[config.mk]
export PLATFORM = sky130hd
export DESIGN_NAME = rx_frame_ctrl
export DESIGN_NICKNAME = d
export VERILOG_FILES = /design/src/rtl/rx_pkg.sv /design/src/rtl/rx_gap_timer.sv /design/src/rtl/rx_frame_ctrl.sv
export SDC_FILE = /design/constraint.sdc
export NUM_CORES = 1
export LEC_CHECK = 0
export CORE_MARGIN = 4
export CORE_UTILIZATION = 57
export CTS_CLUSTER_SIZE = 24
export DETAILED_ROUTE_END_ITERATION = 12
export HOLD_SLACK_MARGIN = 0.02
export PLACE_DENSITY_LB_ADDON = 0.1
export SYNTH_ARGS = -nofsm -noshare
export SYNTH_HDL_FRONTEND = slang
export SYNTH_SLANG_ARGS = --single-unit
[constraint.sdc]
create_clock -name clkIn -period 6.3 [get_ports clkIn]
set_input_delay 1.89 -clock clkIn [delete_from_list [all_inputs] [get_ports clkIn]]
set_output_delay 1.89 -clock clkIn [all_outputs]
set_load 0.05 [all_outputs]
[src/rtl/rx_pkg.sv]
// Shared types and constants for the receive-side frame path.
package rx_pkg;

    typedef enum logic [1:0] {
        IDLE,
        PREAMBLE,
        PAYLOAD,
        DROP
    } rxState_e;

    localparam logic [7:0] PREAMBLE_BYTE = 8'h55;
    localparam logic [7:0] SFD_BYTE      = 8'hD5;

    localparam int DEF_PRE_MIN    = 7;
    localparam int DEF_GAP_CYCLES = 6;
    localparam int DEF_MIN_LEN    = 64;
    localparam int DEF_MAX_LEN    = 1518;

endpackage

[src/rtl/rx_gap_timer.sv]
// Idle-gap detector: pulses gapOut once on the GAP_CYCLES-th consecutive idle
// cycle, then stays quiet until a valid byte restarts the count.
module rx_gap_timer #(
    parameter int GAP_CYCLES = 6
) (
    input  logic clkIn,
    input  logic rstIn,
    input  logic dataValidIn,
    output logic gapOut
);

    localparam int              CNT_W    = $clog2(GAP_CYCLES + 1);
    localparam logic [CNT_W-1:0] GAP_SAT  = CNT_W'(GAP_CYCLES);
    localparam logic [CNT_W-1:0] GAP_FIRE = CNT_W'(GAP_CYCLES - 1);
    localparam logic [CNT_W-1:0] CNT_ONE  = CNT_W'(1);

    logic [CNT_W-1:0] gapCnt;

    // NOTE: sequential state is written with non-blocking assignments only, so
    // every register samples the pre-edge value of every other register.
    always_ff @(posedge clkIn) begin
        if (rstIn) begin
            gapCnt <= '0;
        end else if (dataValidIn) begin
            gapCnt <= '0;
        end else if (gapCnt != GAP_SAT) begin
            gapCnt <= gapCnt + CNT_ONE;
        end
    end

    // A valid byte on the firing cycle suppresses the pulse and counts as data.
    assign gapOut = !dataValidIn && (gapCnt == GAP_FIRE);

endmodule

[src/rtl/rx_frame_ctrl.sv]
// Receive frame sequencer: strips preamble/SFD, forwards DA..FCS with SOF/EOF,
// delimits frames on idle gaps and flags runt/oversize frames.
module rx_frame_ctrl
    import rx_pkg::*;
#(
    parameter int PRE_MIN    = DEF_PRE_MIN,
    parameter int GAP_CYCLES = DEF_GAP_CYCLES,
    parameter int MIN_LEN    = DEF_MIN_LEN,
    parameter int MAX_LEN    = DEF_MAX_LEN,
    parameter int LEN_W      = 11
) (
    input  logic             clkIn,
    input  logic             rstIn,
    input  logic [7:0]       dataIn,
    input  logic             dataValidIn,
    output logic [7:0]       dataOut,
    output logic             dataValidOut,
    output logic             sofOut,
    output logic             eofOut,
    output logic             errOut,
    output logic [LEN_W-1:0] frameLenOut,
    output logic [15:0]      dropCntOut
);

    localparam int               PRE_W   = $clog2(PRE_MIN + 1);
    localparam logic [PRE_W-1:0] PRE_SAT = PRE_W'(PRE_MIN);
    localparam logic [PRE_W-1:0] PRE_ONE = PRE_W'(1);
    localparam logic [LEN_W-1:0] LEN_MAX = LEN_W'(MAX_LEN);
    localparam logic [LEN_W-1:0] LEN_MIN = LEN_W'(MIN_LEN);
    localparam logic [LEN_W-1:0] LEN_ONE = LEN_W'(1);

    rxState_e         state, nextState;
    logic             gap;
    logic [PRE_W-1:0] preCnt;
    logic [LEN_W-1:0] lenCnt;
    logic [7:0]       holdByte;
    logic             holdValid;

    logic isPre, isSfd, preOk, atMax;
    logic loadHold, emitByte, emitSof, emitEof, emitErr, enterDrop;

    assign isPre = (dataIn == PREAMBLE_BYTE);
    assign isSfd = (dataIn == SFD_BYTE);
    assign preOk = (preCnt >= PRE_SAT);
    assign atMax = (lenCnt == LEN_MAX);

    rx_gap_timer #(
        .GAP_CYCLES(GAP_CYCLES)
    ) gapTimer (
        .clkIn      (clkIn),
        .rstIn      (rstIn),
        .dataValidIn(dataValidIn),
        .gapOut     (gap)
    );

    always_ff @(posedge clkIn) begin
        if (rstIn) state <= IDLE;
        else       state <= nextState;
    end

    // NOTE: every combinational output gets a default before the case, so no
    // path leaves it unassigned and no latch is inferred.
    always_comb begin
        nextState = state;
        case (state)
            IDLE: begin
                if (dataValidIn) nextState = isPre ? PREAMBLE : DROP;
            end
            PREAMBLE: begin
                if (dataValidIn) begin
                    if (isPre)               nextState = PREAMBLE;
                    else if (isSfd && preOk) nextState = PAYLOAD;
                    else                     nextState = DROP;
                end else if (gap) begin
                    nextState = IDLE;
                end
            end
            PAYLOAD: begin
                if (dataValidIn && atMax) nextState = DROP;
                else if (gap)             nextState = IDLE;
            end
            DROP: begin
                if (gap) nextState = IDLE;
            end
            default: nextState = IDLE;
        endcase
    end

    // The held byte leaves when its successor arrives, or with EOF on gap/overflow.
    always_comb begin
        loadHold = 1'b0;
        emitByte = 1'b0;
        emitSof  = 1'b0;
        emitEof  = 1'b0;
        emitErr  = 1'b0;
        if (state == PAYLOAD) begin
            if (dataValidIn) begin
                emitByte = holdValid;
                emitSof  = (lenCnt == LEN_ONE);
                if (atMax) begin
                    emitEof = 1'b1;
                    emitErr = 1'b1;
                end else begin
                    loadHold = 1'b1;
                end
            end else if (gap) begin
                emitByte = holdValid;
                emitSof  = (lenCnt == LEN_ONE);
                emitEof  = holdValid;
                emitErr  = (lenCnt < LEN_MIN);
            end
        end
    end

    assign enterDrop = (nextState == DROP) && (state != DROP);

    // NOTE: the hold byte is reset with everything else, so nothing from an
    // abandoned frame can resurface after rstIn.
    always_ff @(posedge clkIn) begin
        if (rstIn) begin
            dataOut      <= '0;
            dataValidOut <= 1'b0;
            sofOut       <= 1'b0;
            eofOut       <= 1'b0;
            errOut       <= 1'b0;
            frameLenOut  <= '0;
            dropCntOut   <= '0;
            preCnt       <= '0;
            lenCnt       <= '0;
            holdByte     <= '0;
            holdValid    <= 1'b0;
        end else begin
            dataValidOut <= emitByte;
            dataOut      <= emitByte ? holdByte : 8'h00;
            sofOut       <= emitByte && emitSof;
            eofOut       <= emitEof;
            errOut       <= emitEof && emitErr;
            frameLenOut  <= emitEof ? lenCnt : '0;

            case (state)
                IDLE: begin
                    if (dataValidIn && isPre) preCnt <= PRE_ONE;
                end
                PREAMBLE: begin
                    if (dataValidIn && isPre && !preOk) preCnt <= preCnt + PRE_ONE;
                    if (nextState == PAYLOAD) begin
                        lenCnt    <= '0;
                        holdValid <= 1'b0;
                    end
                end
                PAYLOAD: begin
                    if (loadHold) begin
                        holdByte  <= dataIn;
                        holdValid <= 1'b1;
                        lenCnt    <= lenCnt + LEN_ONE;
                    end else if (nextState != PAYLOAD) begin
                        holdValid <= 1'b0;
                    end
                end
                default: ;
            endcase

            if (enterDrop && dropCntOut != 16'hFFFF) dropCntOut <= dropCntOut + 16'd1;
        end
    end

endmodule

==> results.sh <==
export IMPL_status="finished clean"
export IMPL_route_detailed_drc=0
export IMPL_vias=2701
export IMPL_synth_nets=372
export IMPL_multiInputGateArea_um2=1640
export IMPL_worstMarginPinSlew_ps=1190
export IMPL_min_period_ps=4470
export IMPL_rsz0062_at_grt="no"
export IMPL_crit_path_max_fanout=25
export IMPL_start_kind="primary input"
export IMPL_syn2layout_area_growth_pct=24.2
export IMPL_syn_inst=348
export IMPL_postSynthAreaPerCell_um2=8.95
export IMPL_die_w_um=81.9
export IMPL_pwr_density_cell_nw_per_um2=269
export IMPL_final_nets=418
export IMPL_drive_gt1_share_pct=8.02
export IMPL_num_fill_cells=388
export IMPL_power_share_sequential_pct=43.6
export IMPL_grt_usage_pct=19.9
export IMPL_startpoint="dataValidIn"
export IMPL_setup_viol=0
export IMPL_fp_dieH_um=81.9
export IMPL_synth_area_um2=3110
export IMPL_cts_tree="done"
export IMPL_ant_nets=0
export IMPL_crit_required_ps=6540
export IMPL_cts_resized=0
export IMPL_path_clk_slew_ps=80
export IMPL_synth_flop_cell="dfxtp_1"
export IMPL_synth_distinct_cells=53
export IMPL_place_congestion=0.833
export IMPL_cts_sinks=67
export IMPL_wire_per_inst_um=13.7
export IMPL_cts_buffers=9
export IMPL_seqCellArea_um2=1340
export IMPL_intPower_uw=738
export IMPL_hold_start="holdByte[2]"
export IMPL_power_frac_clock_pct=38.4
export IMPL_wl_mm=6.43
export IMPL_ys_ff_latch=67
export IMPL_synth_warnings=0
export IMPL_yosysSeqAreaShare_pct=43.1
export IMPL_hpwlAfterDp_mm=4.43
export IMPL_io_pins=50
export IMPL_htreeDepth=3
export IMPL_via_per_inst=5.76
export IMPL_p_switching_uw=301
export IMPL_grt_pass1_wl_mm=10.5
export IMPL_arrival_ps=4710
export IMPL_timing_rr_start="lenCnt[1]"
export IMPL_post_cts_buffers=0
export IMPL_num_rows=26
export IMPL_grt_start_max_net_pins=27
export IMPL_grt_pass1_vias=2427
export IMPL_timing_setup_tns_ps=0
export IMPL_dr_pass1_iters=4
export IMPL_worstSkewPairLatency_ps=340
export IMPL_timing_final_hold_violations=0
export IMPL_max_freq_mhz=224
export IMPL_fin_crit_sh_pct=71.0
export IMPL_p_leak_uw=0.00145
export IMPL_final_max_slew_violation_count=0
export IMPL_synth_edf_count=0
export IMPL_overflow=0
export IMPL_design_die_area_um2=6710
export IMPL_max_slew_margin_rel_pct=20.5
export IMPL_max_cap_violations=0
export IMPL_async_reset_ff_share_pct=0
export IMPL_start_util_pct=59.8
export IMPL_critical_path_class="in2reg"
export IMPL_p_sw_share_pct=29.0
export IMPL_root_buffer="clkbuf_8"
export IMPL_ctsHoldBuffers=0
export IMPL_cp_end_kind="flop"
export IMPL_portBuffers=49
export IMPL_clockBufferDepth=2
export IMPL_diodes=0
export IMPL_peakVddDrop_v=0.000164
export IMPL_core_area_um2=5200
export IMPL_fin_skew_ps=11.4
export IMPL_antenna_found_initial=0
export IMPL_p_comb_share_pct=18.1
export IMPL_hp_class="reg2reg"
export IMPL_initialDrtViolationCount=114
export IMPL_fin_util_pct=74.3
critical path: stages:
cell	delay (ps)
clkdlybuf4s50_1	690
and3b_1	260
nor4_1	340
a21oi_1	140
a221o_1	630
nor4b_1	410
mux2_2	370
state kept, by name (all words and copies together) (netlist names):
name             count
dataValidOut         1
eofOut               1
holdByte             8
dataOut              8
gapTimer.gapCnt      3
dropCntOut          16
frameLenOut         11
holdValid            1
preCnt               3
sofOut               1
lenCnt              11
state                2
errOut               1
per-layer routing:
layer | global-route usage, % | vias up | routed length, um
li1 | - | 1354 | -
met1 | 24.4 | 1265 | 2900
met2 | 33.1 | 73 | 3130
met3 | 3.84 | 9 | 307
met4 | 10.1 | 0 | 93
met5 | 0 | - | 0
synthesized netlist by cell type, types with 2 or more instances:
| library cell | count | area share, % |
|---|---|---|
| a21o_1 | 2 | 0.48 |
| a21oi_1 | 23 | 3.7 |
| a31oi_1 | 2 | 0.40 |
| and2_1 | 20 | 4.0 |
| and3_1 | 4 | 0.80 |
| and4_1 | 3 | 0.84 |
| buf_2 | 6 | 0.96 |
| clkbuf_1 | 8 | 0.96 |
| clkbuf_2 | 2 | 0.32 |
| dfxtp_1 | 67 | 43 |
| ha_1 | 13 | 5.2 |
| inv_1 | 15 | 1.8 |
| mux2_2 | 6 | 2.2 |
| mux2i_1 | 10 | 3.2 |
| nand2_1 | 22 | 2.7 |
| nand2b_1 | 2 | 0.40 |
| nand3_1 | 15 | 2.4 |
| nand3b_1 | 2 | 0.48 |
| nand4_1 | 8 | 1.6 |
| nor2_1 | 28 | 3.4 |
| nor2b_1 | 9 | 1.8 |
| nor3_1 | 6 | 0.96 |
| nor4_1 | 9 | 1.8 |
| nor4bb_1 | 2 | 0.64 |
| o211ai_1 | 2 | 0.48 |
| o21ai_0 | 13 | 2.1 |
| o21bai_1 | 4 | 0.96 |
| o31ai_1 | 6 | 1.4 |
| or3_1 | 7 | 1.4 |
| or4_1 | 9 | 2.2 |
kinds of logic after synthesis:
logic type	Yosys count	synth area share [%]
multiplexers	16	5.39
XOR/XNOR	1	0.281
AND/OR/NAND/NOR	154	28.4
AO/OA/AOI/OAI	65	13.2
flip-flops	67	43.1
buffers and inverters	32	4.42
adder cells (fa/ha/maj)	13	5.23
layout by cell type (no fill, tap or decap), types with 4 or more instances in the layout:
cell / Yosys / final
nor2_1: 28 / 28
nand2_1: 22 / 22
clkbuf_8: 0 / 10
and3_1: 4 / 4
nor4_1: 9 / 9
mux2i_1: 10 / 10
a21oi_1: 23 / 23
or3_1: 7 / 7
nor2b_1: 9 / 9
mux2_2: 6 / 6
o21bai_1: 4 / 4
or4_1: 9 / 9
o31ai_1: 6 / 6
nand4_1: 8 / 8
o21ai_0: 13 / 13
nor3_1: 6 / 6
nand3_1: 15 / 15
and2_1: 20 / 20
ha_1: 13 / 13
inv_1: 15 / 15
clkdlybuf4s50_1: 0 / 49
dfxtp_1: 67 / 67
final timing paths:
| kind | to | cells past startpoint | slack (ps) |
|---|---|---|---|
| worst min-delay path | dataOut[2] | 1 | 450 |
| worst max-delay path | dropCntOut[5] | 7 | 1830 |
| worst max register to register | dropCntOut[5] | 7 | 3340 |
| worst min register to register | dataOut[2] | 1 | 450 |
through the flow:
stage	setup WS (ps)	hold WS [ps]	cells	total power [uW]	cell area [um2]
2_1_floorplan	2550	430	348	607	3110
3_3_place_gp	1550	435	453	643	3640
3_5_place_dp	1510	443	453	648	3640
4_1_cts	1870	457	469	1040	3860
5_1_grt	1700	473	469	1080	3860
6_report	1830	454	469	1040	3860
final cells by class:
| type | count | area share [%] |
|---|---|---|
| clock buffer | 10 | 3.56 |
| clock inverter | 6 | 2.27 |
| inverter | 15 | 1.46 |
| multi-input combinational | 249 | 42.5 |
| sequential | 67 | 34.7 |
| tap | 70 | 2.27 |
| timing repair buffer | 52 | 13.3 |
power groups by stage:
| stage | combinational, uW | clock, uW | sequential, uW |
|---|---|---|---|
| 2_1_floorplan | 138 | 0 | 469 |
| 3_3_place_gp | 181 | 0 | 462 |
| 3_5_place_dp | 185 | 0 | 462 |
| 4_1_cts | 186 | 403 | 452 |
| 5_1_grt | 206 | 419 | 455 |
| 6_report | 187 | 398 | 452 |
No activity file was read; power rests on OpenSTA's default activity.
